`config.mk`:
```
export PLATFORM = sky130hd
export DESIGN_NAME = xor_unit_arbiter_flat
export DESIGN_NICKNAME = d
export VERILOG_FILES = /design/src/rtl/xor_unit_arbiter_if.sv /design/src/rtl/xor_unit_arbiter.sv /design/src/flat_wrapper.sv
export SDC_FILE = /design/constraint.sdc
export NUM_CORES = 1
export LEC_CHECK = 0
export CAP_MARGIN = 20
export CORE_ASPECT_RATIO = 1.25
export CORE_MARGIN = 4
export CORE_UTILIZATION = 38
export CTS_BUF_LIST = sky130_fd_sc_hd__clkbuf_8
export CTS_CLUSTER_DIAMETER = 40
export DETAILED_ROUTE_END_ITERATION = 10
export PLACE_DENSITY = 0.95
export SLEW_MARGIN = 30
export SYNTH_ARGS = -nofsm -noshare
export SYNTH_HDL_FRONTEND = slang
export SYNTH_SLANG_ARGS = --single-unit
```
`constraint.sdc`:
```
create_clock -name clk -period 8.1 [get_ports clk]
set_clock_uncertainty 0.15 [all_clocks]
set_input_delay 2.43 -clock clk [delete_from_list [all_inputs] [get_ports clk]]
set_output_delay 2.43 -clock clk [all_outputs]
set_load 0.005 [all_outputs]
```
`src/rtl/xor_unit_arbiter_if.sv`:
```
// Client-side request/response bus for the shared XOR unit.
// The arbiter takes the slave side; requesters take the master side.
interface xor_unit_arbiter_if #(
    parameter int W = 12,
    parameter int N = 4
);
    logic [N-1:0]   req_valid;
    logic [N-1:0]   req_ready;
    logic [N*W-1:0] req_a;
    logic [N*W-1:0] req_b;
    logic [N-1:0]   rsp_valid;
    logic [W-1:0]   rsp_data;

    modport master (
        output req_valid,
        output req_a,
        output req_b,
        input  req_ready,
        input  rsp_valid,
        input  rsp_data
    );

    modport slave (
        input  req_valid,
        input  req_a,
        input  req_b,
        output req_ready,
        output rsp_valid,
        output rsp_data
    );
endinterface

```
`src/rtl/xor_unit_arbiter.sv`:
```
// Round-robin sharing of one fixed-latency XOR unit among N clients,
// with a tag pipe for response routing and an enable/drain FSM.
module xor_unit_arbiter #(
    parameter int W   = 12,
    parameter int N   = 4,
    parameter int LAT = 2
) (
    input  logic         clk,
    input  logic         rst_n,
    input  logic         en,
    xor_unit_arbiter_if.slave cli,
    output logic         unit_start,
    output logic [W-1:0] unit_a,
    output logic [W-1:0] unit_b,
    input  logic [W-1:0] unit_y,
    input  logic         unit_valid,
    output logic         busy,
    output logic         err,
    output logic [15:0]  issue_cnt
);
    localparam int PW = (N > 1) ? $clog2(N) : 1;

    typedef enum logic [1:0] {
        IDLE  = 2'd0,
        RUN   = 2'd1,
        DRAIN = 2'd2
    } state_t;

    state_t state;
    state_t state_nx;

    logic [PW-1:0] rr_ptr;
    logic [N-1:0]  pend;
    logic [N-1:0]  elig;
    logic          gnt_ok;
    logic [PW-1:0] gnt_id;
    logic [N-1:0]  gnt_vec;
    logic [N-1:0]  rsp_vec;

    logic [LAT-1:0]         tag_v;
    logic [LAT-1:0][PW-1:0] tag_id;
    logic                   head_v;
    logic [PW-1:0]          head_id;
    logic                   rsp_hit;

    assign head_v  = tag_v[LAT-1];
    assign head_id = tag_id[LAT-1];

    // Grants only while running with issue enabled
    assign elig = cli.req_valid & ~pend
                & {N{(state == RUN) && en}};

    always_comb begin
        gnt_ok = 1'b0;
        gnt_id = '0;
        for (int k = 0; k < N; k++) begin
            if (!gnt_ok && elig[(int'(rr_ptr) + k) % N]) begin
                gnt_ok = 1'b1;
                gnt_id = PW'((int'(rr_ptr) + k) % N);
            end
        end
    end

    assign gnt_vec = gnt_ok ? (N'(1) << gnt_id) : '0;
    assign cli.req_ready = gnt_vec;

    assign unit_start = gnt_ok;
    assign unit_a = gnt_ok
                  ? cli.req_a[int'(gnt_id)*W +: W] : '0;
    assign unit_b = gnt_ok
                  ? cli.req_b[int'(gnt_id)*W +: W] : '0;

    // A valid without a matching tag (or vice versa) is not routed
    assign rsp_hit = unit_valid & head_v;
    assign rsp_vec = rsp_hit ? (N'(1) << head_id) : '0;
    assign cli.rsp_valid = rsp_vec;
    assign cli.rsp_data  = unit_y;

    assign busy = (state != IDLE) || (|tag_v);

    always_comb begin
        state_nx = state;
        unique case (state)
            IDLE:    if (en) state_nx = RUN;
            RUN:     if (!en) state_nx = DRAIN;
            DRAIN:   if (!(|tag_v) && !unit_valid)
                         state_nx = IDLE;
            default: state_nx = IDLE;
        endcase
    end

    always_ff @(posedge clk or negedge rst_n) begin
        if (!rst_n) begin
            state <= IDLE;
        end else begin
            state <= state_nx;
        end
    end

    always_ff @(posedge clk or negedge rst_n) begin
        if (!rst_n) begin
            rr_ptr    <= '0;
            pend      <= '0;
            tag_v     <= '0;
            tag_id    <= '0;
            err       <= 1'b0;
            issue_cnt <= '0;
        end else begin
            tag_v[0]  <= gnt_ok;
            tag_id[0] <= gnt_id;
            for (int i = 1; i < LAT; i++) begin
                tag_v[i]  <= tag_v[i-1];
                tag_id[i] <= tag_id[i-1];
            end
            pend <= (pend & ~rsp_vec) | gnt_vec;
            if (gnt_ok) begin
                rr_ptr <= PW'((int'(gnt_id) + 1) % N);
                if (issue_cnt != 16'hFFFF)
                    issue_cnt <= issue_cnt + 16'd1;
            end
            if (unit_valid != head_v)
                err <= 1'b1;
        end
    end
endmodule

```
`src/flat_wrapper.sv`:
```
// flat-port wrapper written by rule: the top's interface ports become plain ports
module xor_unit_arbiter_flat 
#(
    parameter int W   = 12,
    parameter int N   = 4,
    parameter int LAT = 2
)
  (clk, rst_n, en, unit_start, unit_a, unit_b, unit_y, unit_valid, busy, err, issue_cnt, cli_req_valid, cli_req_a, cli_req_b, cli_req_ready, cli_rsp_valid, cli_rsp_data);
  xor_unit_arbiter_if #(.W(W), .N(N)) cli_i ();
  input  logic clk;
  input  logic rst_n;
  input  logic en;
  output logic unit_start;
  output logic [W-1:0] unit_a;
  output logic [W-1:0] unit_b;
  input  logic [W-1:0] unit_y;
  input  logic unit_valid;
  output logic busy;
  output logic err;
  output logic [15:0] issue_cnt;
  input wire logic [$bits(cli_i.req_valid)-1:0] cli_req_valid;
  input wire logic [$bits(cli_i.req_a)-1:0] cli_req_a;
  input wire logic [$bits(cli_i.req_b)-1:0] cli_req_b;
  output wire logic [$bits(cli_i.req_ready)-1:0] cli_req_ready;
  output wire logic [$bits(cli_i.rsp_valid)-1:0] cli_rsp_valid;
  output wire logic [$bits(cli_i.rsp_data)-1:0] cli_rsp_data;
  assign cli_i.req_valid = cli_req_valid;
  assign cli_i.req_a = cli_req_a;
  assign cli_i.req_b = cli_req_b;
  assign cli_req_ready = cli_i.req_ready;
  assign cli_rsp_valid = cli_i.rsp_valid;
  assign cli_rsp_data = cli_i.rsp_data;
  xor_unit_arbiter #(.W(W), .N(N), .LAT(LAT)) u_core (.clk(clk), .rst_n(rst_n), .en(en), .cli(cli_i), .unit_start(unit_start), .unit_a(unit_a), .unit_b(unit_b), .unit_y(unit_y), .unit_valid(unit_valid), .busy(busy), .err(err), .issue_cnt(issue_cnt));
endmodule
```
# Word level (Yosys, flattened, before mapping)
# Index checks and enable logic that the tools add are counted.
[totals]
regBits = 31
output_inout_bits = 63
[classes]
reduce_logical = 19
multipliers = 1
n_lt_le_gt_ge = 4
n_eq_ne = 7
addsub = 5
bitwise_logic = 10
n_shift = 4
n_mux = 27
[ops]
columns = ["operator", "n"]
rows = [
  ["indexed part select 48 x 32 -> 12 bit", 2],
  ["2-to-1 mux 12 bit", 2],
  ["adder 16 x 1 -> 16 bit (second input constant)", 1],
  ["inequality test 16 bit (second input constant)", 1],
  ["2-to-1 mux 2 bit", 7],
  ["AND 4 bit", 3],
  ["< comparator 3 x 4 -> 1 bit (second input constant)", 3],
  ["2-to-1 mux 1 bit", 11],
  ["binary-select mux 1 bit (select 2 bit)", 4],
  ["2-to-1 mux 4 bit", 2],
  ["NOT 4 bit", 2],
  ["OR reduction 2 bit", 4],
  ["left shift 1 x 2 -> 4 bit (first input constant)", 2],
  ["case mux 2 bit (3 select lines)", 1],
  ["logical AND 1 bit", 5],
  ["logical NOT 1 bit", 5],
  ["adder 2 x 1 -> 2 bit (second input constant)", 2],
  ["adder 2 bit (second input constant)", 2],
  ["multiplier 2 x 2 -> 4 bit (second input constant)", 1],
  ["inequality test 2 bit (second input constant)", 2],
  ["bitwise OR 4 bit", 1],
  ["AND 1 bit (first input constant)", 3],
  ["< comparator 2 x 3 -> 1 bit (second input constant)", 1],
  ["AND reduction 3 bit", 1],
  ["9 further kinds", 9],
]

# Depth between registers and ports, before layout
# Gate-level depths: netlist (run 1).
[depth]
ltp_word = 18
depth_mapped = 7
depth_no_buf = 6

# Worst setup path after synthesis (run 1)
# No wires, ideal clock.
[synth_timing]
path_type = "input-to-output"
from = "in cli_req_valid[3]"
to = "out unit_a[10]"
arrival_time_ns = 3.690
slack_ns = 1.830
n_path_buf = 2
t_required_ns = 5.520
stages = 7
path_cell_list = "nor2b_1 -> o311a_1 -> o32ai_2 -> buf_6 -> buf_6 -> mux2i_1 -> o22ai_2"
[synth_via]
elab_chain_len = 17
elab_cells_between_ends = 30
classes_between = "mul: 1; shift: 1; mux: 20; bitwise: 2; reduce/logical: 6"
[synth_rtl]
columns = ["element", "line", "text"]
rows = [
  ["from (decl)", "flat_wrapper.sv:21", "input wire logic [$bits(cli_i.req_valid)-1:0] cli_req_valid;"],
  ["AND 4 bit *", "xor_unit_arbiter.sv:50", "assign elig = cli.req_valid & ~pend"],
  ["AND 4 bit *", "xor_unit_arbiter.sv:51", "& {N{(state == RUN) && en}};"],
  ["binary-select mux 1 bit (select 2 bit)", "xor_unit_arbiter.sv:57", "if (!gnt_ok && elig[(int'(rr_ptr) + k) % N]) begin"],
  ["2-to-1 mux 1 bit (implied by the code)", "xor_unit_arbiter.sv:57", ""],
  ["2-to-1 mux 1 bit", "xor_unit_arbiter.sv:57", ""],
  ["logical NOT 1 bit", "xor_unit_arbiter.sv:57", ""],
  ["logical AND 1 bit", "xor_unit_arbiter.sv:57", ""],
  ["2-to-1 mux 1 bit", "xor_unit_arbiter.sv:57", ""],
  ["logical NOT 1 bit", "xor_unit_arbiter.sv:57", ""],
  ["logical AND 1 bit", "xor_unit_arbiter.sv:57", ""],
  ["2-to-1 mux 1 bit", "xor_unit_arbiter.sv:57", ""],
  ["logical NOT 1 bit", "xor_unit_arbiter.sv:57", ""],
  ["logical AND 1 bit", "xor_unit_arbiter.sv:57", ""],
  ["2-to-1 mux 2 bit", "xor_unit_arbiter.sv:57", ""],
  ["multiplier 2 x 2 -> 4 bit", "xor_unit_arbiter.sv:69", "? cli.req_a[int'(gnt_id)*W +: W] : '0;"],
  ["indexed part select 48 x 32 -> 12 bit", "xor_unit_arbiter.sv:69", ""],
  ["2-to-1 mux 12 bit *", "xor_unit_arbiter.sv:69", ""],
  ["to (decl)", "flat_wrapper.sv:14", "output logic [W-1:0] unit_a;"],
]
# Mark *: on every way between the ends. The rest lies on a longest branch, timed or not. The select of a mux whose other input is x is not followed.

# Worst setup path after layout (run 1)
[layout_timing]
from = "in en"
to = "out unit_a[5]"
[layout_via]
elab_chain_len = 17
elab_cells_between_ends = 30
classes_between = "mul: 1; shift: 1; mux: 20; bitwise: 1; reduce/logical: 7"
[layout_rtl]
columns = ["element", "line", "text"]
rows = [
  ["from (decl)", "flat_wrapper.sv:12", "input logic en;"],
  ["logical AND 1 bit *", "xor_unit_arbiter.sv:51", ""],
  ["AND 4 bit *", "xor_unit_arbiter.sv:51", ""],
  ["binary-select mux 1 bit (select 2 bit)", "xor_unit_arbiter.sv:57", ""],
  ["2-to-1 mux 1 bit (implied by the code)", "xor_unit_arbiter.sv:57", ""],
  ["2-to-1 mux 1 bit", "xor_unit_arbiter.sv:57", ""],
  ["logical NOT 1 bit", "xor_unit_arbiter.sv:57", ""],
  ["logical AND 1 bit", "xor_unit_arbiter.sv:57", ""],
  ["2-to-1 mux 1 bit", "xor_unit_arbiter.sv:57", ""],
  ["logical NOT 1 bit", "xor_unit_arbiter.sv:57", ""],
  ["logical AND 1 bit", "xor_unit_arbiter.sv:57", ""],
  ["2-to-1 mux 1 bit", "xor_unit_arbiter.sv:57", ""],
  ["logical NOT 1 bit", "xor_unit_arbiter.sv:57", ""],
  ["logical AND 1 bit", "xor_unit_arbiter.sv:57", ""],
  ["2-to-1 mux 2 bit", "xor_unit_arbiter.sv:57", ""],
  ["multiplier 2 x 2 -> 4 bit", "xor_unit_arbiter.sv:69", ""],
  ["indexed part select 48 x 32 -> 12 bit", "xor_unit_arbiter.sv:69", ""],
  ["2-to-1 mux 12 bit *", "xor_unit_arbiter.sv:69", ""],
]
# Marks and branches as above.

==> reports/qor.csv, run 1 <==
stage,metric,value,unit
run_status,status,"finished, final reports clean",
placement,place_area,3933,um2
synthesis,yosysTopAreaCell,dfrtp_1,
power_and_ir_drop,static-leakage-power,1.914,nW
placement,place.gp.congestion,0.8951,
run,maxCapViolations,0,
routing,first_pass_iters,5,
timing,worstMarginPinSlew,0.9962,ns
finish,diodes,0,
synthesis,yosysWarnings,0,
synthesis,synth-seq-area-share,31.70,%
finish,drive_gt1_share,11.29,%
timing,timing.hold.ws,0.2081,ns
finish,nNetsFinal,489,
power_and_ir_drop,ir_worst_vdd,149.9,uV
clock_network,cts_tree,built,
critical_path,crit_type,in -> out,
critical_path,crit_path_start,en,
synthesis,synth_seq_cells,31,
timing,fin_tns_setup,0,ns
global_route,grt_use_total,22.19,%
die,die_w,79.78,um
critical_path,cp.required,5.52,ns
min_path,min_from,u_core.tag_id[0],
finish,stdcell_area,4033,um2
synthesis,synth_cell_types,44,
clock_network,htree_levels,2,
clock_network,postCtsSetupBuffers,0,
min_path,hp-class,reg -> reg,
global_route,grt_first_pass_wirelength,13430,um
critical_path,crit_arrival,5.14,ns
die,start_util,39.44,%
routing,routed_wl,8920,um
synthesis,yosysMostFrequentCell,mux2i_1,
synthesis,avgSynthCellArea,10.64,um2
die,die_area,7797,um2
critical_path,critPathMaxFanout,18,
timing,slew_violations,0,
global_route,antenna_found_initial,0,
routing,antenna_left,0,
clock_network,clk_pin_slew,0.06,ns
finish,fill_cells,478,
placement,dp_hpwl,7192,um
finish,post-route-util,64.98,%
synthesis,syn_area,2447,um2
critical_path,r2r-start,u_core.pend[1],
die,rows,32,
critical_path,cp-end-kind,output port,
clock_network,root_buffer,clkbuf_8,
global_route,grt_pass1_vias,2537,
timing,rsz0062_at_grt,no,
synthesis,synth.top_cell.area_share,31.70,%
synthesis,synth.area.top_cells,"dfrtp_1 (32%), mux2i_1 (20%), o22ai_2 (8.7%), buf_4 (4.9%), xnor2_1 (4.7%)",
clock_network,ctsLongestPathBuffers,2,
synthesis,synthArstFlopShare,100.0,%
die,coreArea,6206,um2
finish,syn_to_final_growth,64.78,%
critical_path,worstSetupStartpointType,primary input,
clock_network,numCtsBuffers,5,
clock_network,ctsResizeCount,0,
routing,drtIter0Drc,76,
synthesis,synth_ff_type,dfrtp_1,
synthesis,syn_inst,230,
timing,period_minus_slack,7.724,ns
power_and_ir_drop,p_total,0.5152,mW
routing,vias,2411,
routing,route.detailed.drc,0,
timing,setup_viol,0,
clock_network,ctsHoldBuffers,0,
global_route,grt_max_degree,53,
clock_network,cts_sinks,31,
timing,fmax,0.1295,GHz
placement,io_buffers,154,
global_route,grt_remaining_overflow,0,
critical_path,reg2reg_slack,5.88,ns
synthesis,synth_nets,348,
die,io_pins,179,
routing,wl_per_cell,19.52,um
power_and_ir_drop,powerDensity,127.8,nW/um2
die,die_h,97.73,um
timing,relSlewSlack,33.58,%
synthesis,synth_common_cells,"mux2i_1 (50), dfrtp_1 (31), o22ai_2 (17)",
routing,via_per_inst,5.276,
timing,period_share,95.35,%
clock_network,clock_latency,0.28,ns
timing,hold_violations,0,
synthesis,synth_edf_count,0,
-- worst max-delay path: stages --
cell	delay [ns]
clkdlybuf4s50_1	0.56
and3b_2	0.27
a31oi_1	0.15
o21ai_2	0.81
buf_4	0.32
o22ai_2	0.11
clkdlybuf4s50_1	0.49
-- report_power, final --
| group | switching (mW) | internal (mW) | leakage [nW] |
|---|---|---|---|
| logic | 0.0690 | 0.113 | 1.47 |
| clock network | 0.0551 | 0.0762 | 0.0557 |
| registers | 0.0269 | 0.175 | 0.393 |
-- placed cells by master (no fill, tap or decap), types with 2 or more instances in the layout --
cell / instances
and3_1: 5
and3b_1: 2
and4_1: 2
buf_12: 2
buf_4: 2
clkbuf_8: 7
clkdlybuf4s50_1: 154
dfrtp_1: 31
ha_1: 2
inv_1: 6
inv_2: 4
mux2i_1: 50
nand2_1: 11
nand2b_1: 3
nand3_1: 6
nand4_1: 5
nor2_1: 11
nor2b_1: 4
o21ai_0: 3
o22ai_1: 10
o22ai_2: 17
or2_2: 2
xnor2_1: 13
-- final timing paths --
path	to	cells after the start
setup / recovery	unit_a[5]	7
hold / removal	u_core.head_id[0]	0
setup reg to reg	u_core.rr_ptr[1]	6
hold reg to reg	u_core.head_id[0]	0
max in group asynchronous	u_core.issue_cnt[8]	2
min in group asynchronous	u_core.issue_cnt[0]	2
-- sequential cells by signal, indices dropped and copies added (netlist names) --
name and flops:
u_core.issue_cnt 16, u_core.pend 4, u_core.head_id 2, u_core.rr_ptr 2
u_core.state 2, u_core.tag_id 2, u_core.tag_v 2, u_core.err 1
-- cell families (layout without fill, tap and decap cells) --
family                   count (synthesis)  after routing  share of synthesized area [%]
XOR/XNOR                                14             14                          5.010
multiplexers                            51             51                          20.91
AO/OA/AOI/OAI                           40             40                          16.77
buffers and inverters                   33            175                          10.74
flip-flops                              31             31                          31.70
AND/OR/NAND/NOR                         59             59                          13.86
adder cells (fa/ha/maj)                  2              2                          1.022
-- through the flow --
stage                     std cells  setup WS (ns)
after floorplan                 230          1.830
after global placement          449         0.5079
after detailed placement        449         0.4036
after CTS                       457         0.3844
after global routing            457         0.2819
final                           457         0.3765
-- per-layer routing --
metal / global-route usage (%) / share of wire, %
met4: 8.453 / 3.5
met2: 38.20 / 49
met3: 9.462 / 11
met5: 0 / 0
met1: 23.78 / 37
-- layout make-up --
type | instances | area [um2] | share of cell area [%]
clock buffer | 7 | 96.34 | 2.389
tap | 85 | 106.4 | 2.637
sequential | 31 | 775.7 | 19.24
timing repair buffer | 158 | 1597 | 39.59
clock inverter | 1 | 3.754 | 0.09308
inverter | 9 | 33.78 | 0.8377
multi-input combinational | 166 | 1420 | 35.22
Note: power is estimated with default switching activity, not from simulation.
==> run 2: changes to the inputs <==
Clock period 8.1 ns to 9.1 ns, I/O delays scaled along.
==> run 2 against run 1 <==
Effect of this change:
- sequential power shrank 11%
- global-route usage decreased by 0.62 points
- first-iteration DRC count up 51%
- clock power shrank 18%
- critical path depth grew 1
- cell count unchanged
- die area is the same
- sequential cell count unchanged
- largest power group unchanged
- total power fell by 12%
==> reports/qor.csv, run 2 (synthesis results as in run 1) <==
stage,metric,value,unit
routing,wl_per_cell,19.16,um
critical_path,crit_slowest_cell,o32ai_4,
routing,vias,2399,
power_and_ir_drop,comb_power_share,36.3,%
finish,final_cell_mix,"clkdlybuf4s50_1 (154), mux2i_1 (50), dfrtp_1 (31)",
power_and_ir_drop,powerDensity,112.4,nW/um2
finish,regMostFlops,u_core.issue_cnt,
timing,hold_violations,0,
die,coreArea,6206,um2
routing,routed_wl,8755,um
routing,drtIter0Drc,115,
clock_network,clock_latency,0.28,ns
clock_network,root_buffer,clkbuf_8,
clock_network,ctsResizeCount,0,
global_route,grt_pass1_vias,2472,
routing,antenna_left,0,
critical_path,cp-end-kind,output port,
clock_network,ctsLongestPathBuffers,2,
routing,route.detailed.drc,0,
global_route,grt_first_pass_wirelength,13030,um
routing,first_pass_iters,4,
clock_network,numCtsBuffers,5,
global_route,antenna_found_initial,0,
finish,syn_to_final_growth,64.06,%
critical_path,worstSetupStartpointType,primary input,
clock_network,htree_levels,2,
die,die_h,97.73,um
clock_network,ctsHoldBuffers,0,
clock_network,cts_tree,built,
finish,diodes,0,
power_and_ir_drop,static-leakage-power,1.903,nW
run,maxCapViolations,0,
finish,post-route-util,64.70,%
timing,fin_tns_setup,0,ns
min_path,hp-class,reg -> reg,
placement,place.gp.congestion,0.8263,
power_and_ir_drop,p_int,0.3163,mW
critical_path,max_stage_delay,0.56,ns
critical_path,cp_cell_sequence,clkdlybuf4s50_1 -> nor2b_1 -> mux2i_1 -> o32ai_4 -> buf_12 -> mux2i_1 -> o22ai_2 -> clkdlybuf4s50_1,
timing,slew_violations,0,
timing,fmax,0.1198,GHz
clock_network,cts_sinks,31,
finish,drive_gt1_share,11.56,%
finish,largest_reg_flops,16,
die,die_w,79.78,um
die,io_pins,179,
power_and_ir_drop,ir_worst_vdd,149.9,uV
timing,setup_viol,0,
global_route,grt_use_total,21.58,%
die,rows,32,
global_route,grt_remaining_overflow,0,
placement,io_buffers,154,
routing,via_per_inst,5.249,
clock_network,postCtsSetupBuffers,0,
power_and_ir_drop,swShare,29.93,%
power_and_ir_drop,pwr-share-seq,39.9,%
finish,largest_registers,"u_core.issue_cnt (16), u_core.pend (4)",
placement,dp_hpwl,7153,um
timing,period_minus_slack,8.351,ns
timing,worstMarginPinSlew,0.6226,ns
run_status,status,"finished, final reports clean",
power_and_ir_drop,clockPowerShare,23.8,%
critical_path,crit_type,in -> out,
critical_path,critPathMaxFanout,38,
power_and_ir_drop,switching_power,0.1351,mW
die,start_util,39.44,%
timing,period_share,91.77,%
finish,layout.cells.most_common,clkdlybuf4s50_1,
die,die_area,7797,um2
critical_path,cp.required,6.22,ns
critical_path,crit_arrival,5.47,ns
global_route,grt_max_degree,39,
timing,timing.hold.ws,0.2055,ns
finish,nNetsFinal,490,
clock_network,clk_pin_slew,0.06,ns
timing,relSlewSlack,58.50,%
timing,rsz0062_at_grt,no,
## run 2: cell count changes in the layout (fill, tap and decap cells not counted)
cell,before,now
buf_12,2,1
buf_4,2,4
clkbuf_8,7,6
clkinv_2,0,1
inv_1,6,5
## run 2: worst max-delay path: cells and delay by family
family / cells / cell delay, ns
AO/OA/AOI/OAI: 2 / 0.67
buffers and inverters: 3 / 1.29
multiplexers: 2 / 0.48
AND/OR/NAND/NOR: 1 / 0.27
## run 2: final timing paths
kind / startpoint / endpoint / slack, ns / cells past startpoint
worst max-delay path: cli_req_valid[0] / unit_a[1] / 0.75 / 8
worst min-delay path: u_core.tag_id[1] / u_core.head_id[1] / 0.21 / 0
worst max register to register: u_core.pend[1] / u_core.pend[0] / 6.86 / 6
worst min register to register: u_core.tag_id[1] / u_core.head_id[1] / 0.21 / 0
max in group asynchronous: rst_n / u_core.issue_cnt[11] / 5.83 / 2
min in group asynchronous: rst_n / u_core.tag_id[0] / 2.69 / 2
## run 2: layout make-up
type                       instances  area [um2]
clock buffer                       6       82.58
clock inverter                     1       5.005
fill                             489        2191
timing repair buffer             159        1592
tap                               85       106.4
multi-input combinational        166        1420
inverter                           9       33.78
sequential                        31       775.7
## run 2: power by group through the flow
stage          registers (mW)  logic, mW  clock network (mW)
2_1_floorplan           0.176     0.0782                   0
3_3_place_gp            0.181      0.157                   0
3_5_place_dp            0.182      0.164                   0
4_1_cts                 0.180      0.165               0.110
5_1_grt                 0.183      0.176               0.119
6_report                0.180      0.164               0.107
## run 2: through the flow
step | instance area [um2] | std cells | setup slack [ns] | power [mW]
3_3_place_gp | 3928 | 450 | 0.8289 | 0.3384
5_1_grt | 4015 | 457 | 0.5791 | 0.4778
6_report | 4015 | 457 | 0.7493 | 0.4514
4_1_cts | 4015 | 457 | 0.7612 | 0.4548
3_5_place_dp | 3928 | 450 | 0.7579 | 0.3451
2_1_floorplan | 2447 | 230 | 2.230 | 0.2547
## run 2: metal layers
layer	GRT usage (%)	part of all wire, %	vias up
met3	8.442	10	16
li1	-	-	1119
met2	37.30	49	123
met4	7.282	2.9	0
met1	23.87	38	1141
met5	0	0	-
==> run 3: changes to the inputs <==
Settings changed: PLACE_DENSITY 0.95 to not set, PLACE_DENSITY_LB_ADDON set to 0.08.
==> run 3 against run 2 <==
Effect of this change:
- clock power rose by 32%
- first-iteration DRC count fell by 22%
- critical path depth unchanged
- sequential share of layout area decreased by 0.11 points
- critical endpoint is now unit_b[11]
- register-to-register slack lost 0.08 ns
- largest power group unchanged
- setup slack better by 0.13 ns
- via count decreased by 3.6%
- die area unchanged
- maximum frequency is 1.5% higher
- wire length down 8.0%
- global-route usage decreased by 0.78 points
- clock-buffer cell count unchanged
==> reports/qor.csv, run 3 (synthesis results as in run 1) <==
stage,metric,value,unit
routing,top_layer_used,met4,
global_route,grt_use_total,20.79,%
die,coreArea,6206,um2
global_route,grt_remaining_overflow,0,
timing,rsz0062_at_grt,no,
routing,drtIter0Drc,90,
die,io_pins,179,
routing,wl_met2,4172,um
timing,period_share,90.37,%
global_route,antenna_found_initial,0,
global_route,grt_max_degree,53,
power_and_ir_drop,powerDensity,118.5,nW/um2
global_route,grt_pass1_vias,2432,
die,start_util,39.44,%
timing,fmax,0.1216,GHz
finish,nNetsFinal,489,
clock_network,ctsResizeCount,0,
power_and_ir_drop,switching_power,0.1340,mW
timing,setup_viol,0,
timing,relSlewSlack,71.38,%
die,rows,32,
clock_network,htree_levels,2,
die,die_w,79.78,um
routing,route.detailed.drc,0,
power_and_ir_drop,comb_power_share,32.9,%
finish,regMostFlops,u_core.issue_cnt,
timing,fin_tns_setup,0,ns
routing,met1Wirelength,3111,um
critical_path,crit_type,in -> out,
finish,diodes,0,
run,maxCapViolations,0,
die,die_h,97.73,um
clock_network,clock_latency,0.28,ns
critical_path,cp.required,6.22,ns
routing,vias,2312,
power_and_ir_drop,ir_worst_vdd,156.0,uV
timing,hold_violations,0,
timing,period_minus_slack,8.224,ns
finish,largest_registers,"u_core.issue_cnt (16), u_core.pend (4)",
routing,routed_wl,8055,um
routing,first_pass_iters,4,
clock_network,cts_sinks,31,
critical_path,cp-end-kind,output port,
routing,wl_per_cell,17.63,um
routing,via_per_inst,5.059,
critical_path,max_stage_delay,0.47,ns
clock_network,ctsHoldBuffers,0,
placement,dp_hpwl,6374,um
critical_path,crit_buf_inv,3,
placement,io_buffers,154,
timing,worstMarginPinSlew,0.4293,ns
placement,dp.cells,449,
finish,instances_no_fill,457,
power_and_ir_drop,pwr-share-seq,37.6,%
clock_network,ctsLongestPathBuffers,2,
min_path,hp-class,reg -> reg,
critical_path,cp_common_cell,clkdlybuf4s50_1,
placement,place_ws,0.8953,ns
critical_path,cp_cell_sequence,clkdlybuf4s50_1 -> nor2b_1 -> o21ai_1 -> a31oi_1 -> or2_2 -> buf_4 -> o22ai_1 -> clkdlybuf4s50_1,
timing,finalWorstSetupSlack,0.8761,ns
clock_network,numCtsBuffers,5,
clock_network,root_buffer,clkbuf_8,
finish,drive_gt1_share,11.56,%
global_route,grt_first_pass_wirelength,12790,um
run_status,status,"finished, final reports clean",
finish,syn_to_final_growth,64.98,%
clock_network,postCtsSetupBuffers,0,
die,die_area,7797,um2
critical_path,crit_family,buffers and inverters,
critical_path,crit_arrival,5.34,ns
power_and_ir_drop,static-leakage-power,1.913,nW
power_and_ir_drop,swShare,28.00,%
clock_network,cts_tree,built,
clock_network,clk_pin_slew,0.07,ns
placement,place.gp.congestion,0.8696,
finish,largest_reg_flops,16,
power_and_ir_drop,clockPowerShare,29.5,%
critical_path,worstSetupStartpointType,primary input,
critical_path,crit_slowest_cell,clkdlybuf4s50_1,
power_and_ir_drop,p_int,0.3445,mW
routing,antenna_left,0,
finish,final_cell_mix,"clkdlybuf4s50_1 (154), mux2i_1 (50), dfrtp_1 (31)",
timing,slew_violations,0,
critical_path,critPathMaxFanout,18,
finish,layout.cells.most_common,clkdlybuf4s50_1,
routing,route.met3.wl,679,um
[run 3: cell types whose count changed in the layout (fill, tap and decap cells not counted), sizes merged]
cell | before | now
bufinv | 0 | 1
buf | 5 | 4
[run 3: power groups by stage]
stage	combinational, mW	sequential [mW]	clock, mW
2_1_floorplan	0.0782	0.176	0
3_3_place_gp	0.157	0.181	0
3_5_place_dp	0.158	0.182	0
4_1_cts	0.159	0.179	0.144
5_1_grt	0.172	0.184	0.150
6_report	0.158	0.180	0.141
[run 3: metrics by stage]
| stage | utilization, % | power, mW | hold slack [ns] | cell area [um2] |
|---|---|---|---|---|
| final | 65.06 | 0.4785 | 0.2029 | 4038 |
| after global placement | 63.17 | 0.3382 | 0.1861 | 3920 |
| after CTS | 65.06 | 0.4829 | 0.2043 | 4038 |
| after floorplan | - | 0.2547 | 0.1812 | 2447 |
| after detailed placement | 63.17 | 0.3401 | 0.1863 | 3920 |
| after global routing | 65.06 | 0.5057 | 0.2124 | 4038 |
[run 3: metal layers]
layer	vias up	global-route usage, %
li1	1117	-
met1	1097	24.29
met2	90	36.46
met3	8	7.050
met4	0	4.551
met5	-	0
[run 3: path summary, 6_finish.rpt]
check	from	to	slack (ns)	depth (start not counted)
max in group asynchronous	rst_n	u_core.issue_cnt[7]	5.81	2
hold / removal	u_core.tag_id[1]	u_core.head_id[1]	0.20	0
hold reg to reg	u_core.tag_id[1]	u_core.head_id[1]	0.20	0
setup / recovery	cli_req_valid[1]	unit_b[11]	0.88	8
min in group asynchronous	rst_n	u_core.issue_cnt[5]	2.70	2
setup reg to reg	u_core.pend[1]	u_core.pend[3]	6.78	6
[run 3: area by class of cell]
| type | count | area, um2 |
|---|---|---|
| flip-flops and latches | 31 | 775.7 |
| clock buffers | 6 | 82.58 |
| multi-input cells | 166 | 1420 |
| well taps | 85 | 106.4 |
| clock inverters | 2 | 35.03 |
| inverters | 9 | 33.78 |
| repair buffers | 158 | 1584 |
| fillers | 537 | 2168 |
